`config.mk`:
```
export PLATFORM = sky130hd
export DESIGN_NAME = switch_egress_arbiter_flat
export DESIGN_NICKNAME = d
export VERILOG_FILES = /design/src/rtl/switch_egress_arbiter_if.sv /design/src/rtl/switch_egress_arbiter.sv /design/src/flat_wrapper.sv
export SDC_FILE = /design/constraint.sdc
export NUM_CORES = 1
export LEC_CHECK = 0
export BUFFER_PORTS_ARGS = -buffer_cell sky130_fd_sc_hd__buf_2
export CORE_ASPECT_RATIO = 2
export CORE_MARGIN = 3
export CORE_UTILIZATION = 40
export DETAILED_ROUTE_END_ITERATION = 12
export PLACE_DENSITY_LB_ADDON = 0.12
export SETUP_SLACK_MARGIN = 0.05
export SYNTH_ARGS = -nofsm -noshare
export SYNTH_HDL_FRONTEND = slang
export SYNTH_SLANG_ARGS = --single-unit
```
`constraint.sdc`:
```
create_clock -name clk -period 4.3 [get_ports clk]
set_clock_uncertainty 0.05 [all_clocks]
set_input_delay 0.43 -clock clk [delete_from_list [all_inputs] [get_ports clk]]
set_output_delay 0.43 -clock clk [all_outputs]
set_load 0.05 [all_outputs]
```
`src/rtl/switch_egress_arbiter_if.sv`:
```
// Handshake bundle between the ingress-port request side and one per-output
// egress arbiter.
//   master : requester side (drives enable/req/req_mask, observes grant side)
//   slave  : arbiter side   (observes requests, drives grant/mux controls)
// Signals:
//   enable      arbitration allowed when 1
//   req         per-port ARB_WAIT request for this output
//   req_mask    per-port request mask (1 = ignore that port)
//   grant       one-hot single-cycle grant pulse
//   arb_active  high exactly while grant is non-zero
//   mux_select  index of the current/last winner
//   busy        high during GRANT and COOL
//   grant_count saturating count of grants issued
interface switch_egress_arbiter_if #(
  parameter int N_PORTS = 4,
  parameter int SEL_W   = $clog2(N_PORTS),
  parameter int CNT_W   = 16
);
  logic               enable;
  logic [N_PORTS-1:0] req;
  logic [N_PORTS-1:0] req_mask;
  logic [N_PORTS-1:0] grant;
  logic               arb_active;
  logic [SEL_W-1:0]   mux_select;
  logic               busy;
  logic [CNT_W-1:0]   grant_count;

  modport master (
    output enable, req, req_mask,
    input  grant, arb_active, mux_select, busy, grant_count
  );

  modport slave (
    input  enable, req, req_mask,
    output grant, arb_active, mux_select, busy, grant_count
  );
endinterface

```
`src/rtl/switch_egress_arbiter.sv`:
```
// Per-output-port round-robin arbiter (one instance per switch output).
// Picks among ingress ports requesting this output, issues a registered
// one-cycle grant pulse plus the egress mux controls, then spends one cool
// cycle covering the winner's FIFO pop before arbitrating again.
// Ports:
//   clk    rising-edge clock
//   rst_n  asynchronous active-low reset
//   bus    switch_egress_arbiter_if.slave (requests in, grant/mux/status out)
module switch_egress_arbiter #(
  parameter int N_PORTS = 4,
  parameter int SEL_W   = $clog2(N_PORTS),
  parameter int CNT_W   = 16
) (
  input  logic                   clk,
  input  logic                   rst_n,
  switch_egress_arbiter_if.slave bus
);

  typedef enum logic [1:0] {
    IDLE  = 2'd0,
    GRANT = 2'd1,
    COOL  = 2'd2
  } state_t;

  state_t             state;
  logic [SEL_W-1:0]   ptr;
  logic [N_PORTS-1:0] eff_req;
  logic [SEL_W-1:0]   cand;
  logic [SEL_W-1:0]   winner;
  logic               winner_vld;

  // Round-robin search starting at ptr. The loop runs from the farthest
  // offset down to offset 0 so the nearest requester (in wrap order) is the
  // last one written and therefore wins. N_PORTS is a power of two, so the
  // SEL_W-bit add wraps modulo N_PORTS for free.
  // NOTE: every signal assigned here gets a default first so no latch is inferred.
  always_comb begin
    eff_req    = bus.req & ~bus.req_mask;
    cand       = ptr;
    winner     = ptr;
    winner_vld = 1'b0;
    for (int k = N_PORTS - 1; k >= 0; k--) begin
      cand = ptr + SEL_W'(k);
      if (eff_req[cand]) begin
        winner     = cand;
        winner_vld = 1'b1;
      end
    end
  end

  // Single registered FSM; every output comes straight from a flop so there
  // is no combinational path from req to grant.
  // NOTE: sequential state uses non-blocking assignments so all flops update
  // together from pre-edge values.
  always_ff @(posedge clk or negedge rst_n) begin
    if (!rst_n) begin
      state           <= IDLE;
      ptr             <= '0;
      bus.grant       <= '0;
      bus.arb_active  <= 1'b0;
      bus.mux_select  <= '0;
      bus.busy        <= 1'b0;
      bus.grant_count <= '0;
    end else begin
      case (state)
        IDLE: begin
          if (bus.enable && winner_vld) begin
            state          <= GRANT;
            bus.grant      <= {{(N_PORTS-1){1'b0}}, 1'b1} << winner;
            bus.arb_active <= 1'b1;
            bus.mux_select <= winner;
            bus.busy       <= 1'b1;
            if (bus.grant_count != {CNT_W{1'b1}})
              bus.grant_count <= bus.grant_count + 1'b1;
          end
        end
        GRANT: begin
          // Unconditional: a dropped req or mask change does not abort.
          state          <= COOL;
          bus.grant      <= '0;
          bus.arb_active <= 1'b0;
          ptr            <= bus.mux_select + 1'b1;
        end
        COOL: begin
          // Winner pops its FIFO this cycle; its req may still be high but
          // cannot be re-granted until the next IDLE evaluation.
          state    <= IDLE;
          bus.busy <= 1'b0;
        end
        default: begin
          state          <= IDLE;
          bus.grant      <= '0;
          bus.arb_active <= 1'b0;
          bus.busy       <= 1'b0;
        end
      endcase
    end
  end

endmodule

```
`src/flat_wrapper.sv`:
```
// flat-port wrapper written by rule: the top's interface ports become plain ports
module switch_egress_arbiter_flat 
#(
  parameter int N_PORTS = 4,
  parameter int SEL_W   = $clog2(N_PORTS),
  parameter int CNT_W   = 16
)
  (clk, rst_n, bus_enable, bus_req, bus_req_mask, bus_grant, bus_arb_active, bus_mux_select, bus_busy, bus_grant_count);
  switch_egress_arbiter_if #(.N_PORTS(N_PORTS), .SEL_W(SEL_W), .CNT_W(CNT_W)) bus_i ();
  input  logic clk;
  input  logic rst_n;
  input wire logic [$bits(bus_i.enable)-1:0] bus_enable;
  input wire logic [$bits(bus_i.req)-1:0] bus_req;
  input wire logic [$bits(bus_i.req_mask)-1:0] bus_req_mask;
  output wire logic [$bits(bus_i.grant)-1:0] bus_grant;
  output wire logic [$bits(bus_i.arb_active)-1:0] bus_arb_active;
  output wire logic [$bits(bus_i.mux_select)-1:0] bus_mux_select;
  output wire logic [$bits(bus_i.busy)-1:0] bus_busy;
  output wire logic [$bits(bus_i.grant_count)-1:0] bus_grant_count;
  assign bus_i.enable = bus_enable;
  assign bus_i.req = bus_req;
  assign bus_i.req_mask = bus_req_mask;
  assign bus_grant = bus_i.grant;
  assign bus_arb_active = bus_i.arb_active;
  assign bus_mux_select = bus_i.mux_select;
  assign bus_busy = bus_i.busy;
  assign bus_grant_count = bus_i.grant_count;
  switch_egress_arbiter #(.N_PORTS(N_PORTS), .SEL_W(SEL_W), .CNT_W(CNT_W)) u_core (.clk(clk), .rst_n(rst_n), .bus(bus_i));
endmodule
```
== After elaboration in Yosys (flattened, before gate mapping) ==
Cells that the tools add are included.

* Logic and storage cells: 54
* Flip-flop bits (word level): 28
* Output and inout bits: 24

* Shifts and indexed selects: 1
* $lt $le $gt $ge: 4
* Bitwise logic cells: 4
* Muxes and demuxes: 23
* Add/subtract/negate cells: 5
* Reduce and logical (&&, ||, !) cells: 6
* Equal/unequal tests: 4

{| class="wikitable"
|+ Operators with widths
! cell !! number
|-
| $add 16x1->16 const B || 1
|-
| $ne 16x16->1 const B || 1
|-
| $lt 2x3->1 const B || 4
|-
| $mux 2 || 5
|-
| $mux 1 || 9
|-
| $bmux 1 s2 || 4
|-
| $pmux 4 s2 || 1
|-
| $reduce_and 2->1 || 3
|-
| $add 2x1->2 const B || 2
|-
| $add 2x2->2 const B || 2
|-
| $and 4x4->4 || 1
|-
| $mux 4 || 1
|-
| $not 4->4 || 1
|-
| $pmux 1 s2 || 2
|-
| $pmux 2 s2 || 1
|-
| $shl 1x2->4 const A || 1
|-
| $reduce_and 3->1 || 1
|-
| $eq 2x1->1 const B || 1
|-
| $eq 2x2->1 const B || 1
|-
| $logic_not 2->1 || 1
|-
| $ne 2x1->1 const B || 1
|-
| $not 1->1 || 2
|-
| $logic_and 1x1->1 || 1
|}

== Longest topological paths before layout ==
* Depth in word-level cells: 11
* Mapped depth: 6

== Worst setup path after synthesis ==
No wires, ideal clock.

* Path type: reg-to-reg
* From: register u_core.bus.grant_count[0]
* To: register u_core.bus.grant_count[10]
* Data required time: 4.168 ns
* Setup slack: 2.123 ns
* Setup time: 0.082 ns
* Stages on the path, launching flop included: 7
* Data arrival time: 2.045 ns
* Path through: dfrtp_1 ha_1 nand2_1 or3_1 nor3_1 and3_1 xor2_1

* Cells in the longest elaborated chain, start to end: 2
* Elaborated cells between the ends (all ways): 3

{| class="wikitable"
|+ Ends and longest elaborated chain
! what !! RTL line !! source
|-
| start, declared || switch_egress_arbiter_if.sv:35 || <nowiki>output grant, arb_active, mux_select, busy, grant_count</nowiki>
|-
| start signal, assigned || switch_egress_arbiter.sv:74 || <nowiki>bus.grant_count <= bus.grant_count + 1'b1;</nowiki>
|-
| parallel branches: the longest is 2 deep, another holds $add 16x1->16 || -- ||
|}

Several ways; the timed one is not identified.
A chain may end at the register's enable or synchronous reset.

== Worst setup path after layout ==
Same ends and word-level chain as after synthesis.

==> out/results.ini <==
[outcome]
status = finished clean

[logic_synthesis]
syn_area_sq_um = 1420
synth.area.mux_share_pct = 1.85
ys_async_sr_fraction_pct = 100
postSynthAreaPerCell_sq_um = 10.8
syn_nets = 144
yosys.area_share.xor_xnor_pct = 8.00
synth_ff_type = dfrtp_1
synth-compound-area-share_pct = 12.1
synth-simple-area-share_pct = 26.6
synth_edf_count = 0
synth-adder-area-share_pct = 0.880
yosysWarnings = 0
ys_types = 43
netlist_instances = 132
synth_seq_cells = 28
synth_top_family_by_area = simple AND/OR/NAND/NOR gates
ys_seq_area_share_pct = 49.3

[grt]
grt_pass1_vias = 1203
grt_pass1_wl_um = 5350
grt.total_usage_pct = 16.4
grt-ovfl-total = 0
grt_start_max_net_pins = 29
grt_antenna_before_repair = 0

[floorplanning]
io_pins = 35
die_w_um = 48.2
core_sq_um = 3420
die_area_sq_um = 4350
core.rowCount = 30
start_util_pct = 41.6
dieHeight_um = 90.3

[setup_path]
start_kind = register
critPathTopFamily = simple AND/OR/NAND/NOR gates
worstPathMaxFanout = 6
slowest_stage = dfrtp_1
crit_buf_inv = 0
crit_path_end_kind = register
cp_cell_sequence = ha_1 -> nand2_1 -> or3_1 -> nor3_1 -> and3_1 -> xor2_1
crit_type = reg -> reg
required_ns = 4.44
crit_arrival_ns = 2.18
cpPeakStageDelay_ns = 0.45

[clock_tree]
cts_setup_buffers = 0
cts_resized = 0
cts_tree = done
htreeDepth = 1
path_clk_slew_ns = 0.09
cts.path.max_buffers = 2
ctsHoldBuffers = 0
numCtsBuffers = 3
clk_latency_ns = 0.27
cts_root_buf = clkbuf_8
cts_sinks = 28

[timing]
slew_viol_final = 0
tightest_slew_ns = 0.701
tns_ns = 0
relSlewSlack_pct = 53.2
rsz0062_at_grt = false
period_share_pct = 47.4
setup_viol = 0
hold_violations = 0
period_needed_ns = 2.04
fmax_mhz = 490

[cells_and_area]
num-fill-cells = 330
register_area_sq_um = 701
multi_input_area_sq_um = 704
antenna_cells = 0
nNetsFinal = 183
drive_gt1_share_pct = 30.2
syn2layout_area_growth_pct = 19.1

[route]
final_antenna_net_count = 0
vias = 1142
wl_um = 3090
dr.first_iter.drc_count = 25
avgViaCountPerCell = 5.26
dr.pass1.iters = 2
drc = 0
wl_per_cell_um = 14.2

[placement]
hpwl_um = 2470
numPortBuffers = 34
routabilityCongestion = 0.735

[pwr]
max-vdd-ir-drop_v = 0.000327
leakagePower_nw = 0.832
finalPower_uw = 945
power_density_nw_per_um2 = 558

[job]
maxCapViolCount = 0

[hold_path]
hold_class = in -> async

-- state kept, by name (all words and copies together) (netlist names) --
name and flops:
u_core.state 2, u_core.bus.grant 4, u_core.bus.busy 1, u_core.bus.mux_select 2
u_core.bus.arb_active 1, u_core.bus.grant_count 16, u_core.ptr 2
-- cells in the mapped netlist, types with 2 or more instances --
cell type | instances | share of area, %
nor2_1 | 6 | 1.6
inv_1 | 3 | 0.79
xor2_1 | 11 | 6.8
a31oi_1 | 3 | 1.3
and3_1 | 3 | 1.3
dfrtp_1 | 28 | 49
nand2_1 | 13 | 3.4
nor4_1 | 2 | 0.88
o221ai_1 | 2 | 1.2
a21oi_1 | 6 | 2.1
nand2b_1 | 4 | 1.8
o21ai_0 | 4 | 1.4
nor2b_1 | 2 | 0.88
nor3_1 | 5 | 1.8
nand4_1 | 5 | 2.2
xnor2_1 | 2 | 1.2
nor4b_1 | 2 | 1.2
nor3b_1 | 3 | 1.6
nand3_1 | 4 | 1.4
-- report_power, final --
part / internal (mW) / switching [mW] / leakage (nW)
clock: 0.0627 / 0.0727 / 0.0216
sequential: 0.326 / 0.0807 / 0.362
combinational: 0.109 / 0.294 / 0.449
-- layer usage --
layer  GRT usage, %  up-vias  part of all wire [%]
li1               -      553                     -
met1           17.9      557                    37
met2           28.9       26                    57
met3           2.40        6                   4.1
met4           6.29        0                   1.8
met5              0        -                     0
-- area by class of cell --
class	count	area share, %
multi-input cells	100	41.6
flip-flops and latches	28	41.4
repair buffers	34	10.0
well taps	48	3.55
clock buffers	3	2.44
inverters	4	1.03
-- cell usage in the layout, fill, tap and decap left out, types with 2 or more instances in the layout --
cell	Yosys	final
nand4_1	5	5
o221ai_1	2	2
a31oi_1	3	3
nor3_1	5	5
xnor2_1	2	2
inv_1	3	3
o21ai_0	4	4
nor2_1	6	6
nor4_1	2	2
and3_1	3	3
clkbuf_8	0	3
nand2b_1	4	4
nor3b_1	3	3
dfrtp_1	28	28
xor2_1	11	11
buf_2	0	34
nand2_1	13	13
a21oi_1	6	6
nor4b_1	2	2
nor2b_1	2	2
nand3_1	4	4
-- worst paths after layout --
kind	startpoint	endpoint	slack, ns	cells after the start
setup / recovery	u_core.bus.grant_count[0]	u_core.bus.grant_count[10]	2.26	6
hold / removal	rst_n	u_core.ptr[1]	0.11	1
setup reg to reg	u_core.bus.grant_count[0]	u_core.bus.grant_count[10]	2.26	6
hold reg to reg	u_core.bus.grant_count[5]	u_core.bus.grant_count[5]	0.46	1
max in group asynchronous	rst_n	u_core.state[1]	3.69	1
min in group clk	u_core.bus.grant_count[5]	u_core.bus.grant_count[5]	0.46	1
-- stage by stage --
| step | util (%) | cells | setup WS [ns] | hold WS, ns | area (sq um) |
|---|---|---|---|---|---|
| global route | 49.6 | 217 | 2.11 | 0.149 | 1690 |
| global placement | 48.4 | 214 | 2.20 | 0.422 | 1650 |
| floorplan | - | 132 | 2.12 | 0.0844 | 1420 |
| finish | 49.6 | 217 | 2.26 | 0.114 | 1690 |
| CTS | 49.6 | 217 | 2.25 | 0.133 | 1690 |
| detailed placement | 48.4 | 214 | 2.15 | 0.429 | 1650 |
-- cells by family (layout without fill, tap and decap cells) --
family	Yosys count	after routing
AOI/OAI and AO/OA	23	23
adders and majority gates	1	1
and+or+nand+nor	61	61
DFF	28	28
xor gates and xnor gates	13	13
muxes	2	2
buffers and inverters	4	41
No activity file was read; power rests on OpenSTA's default activity.
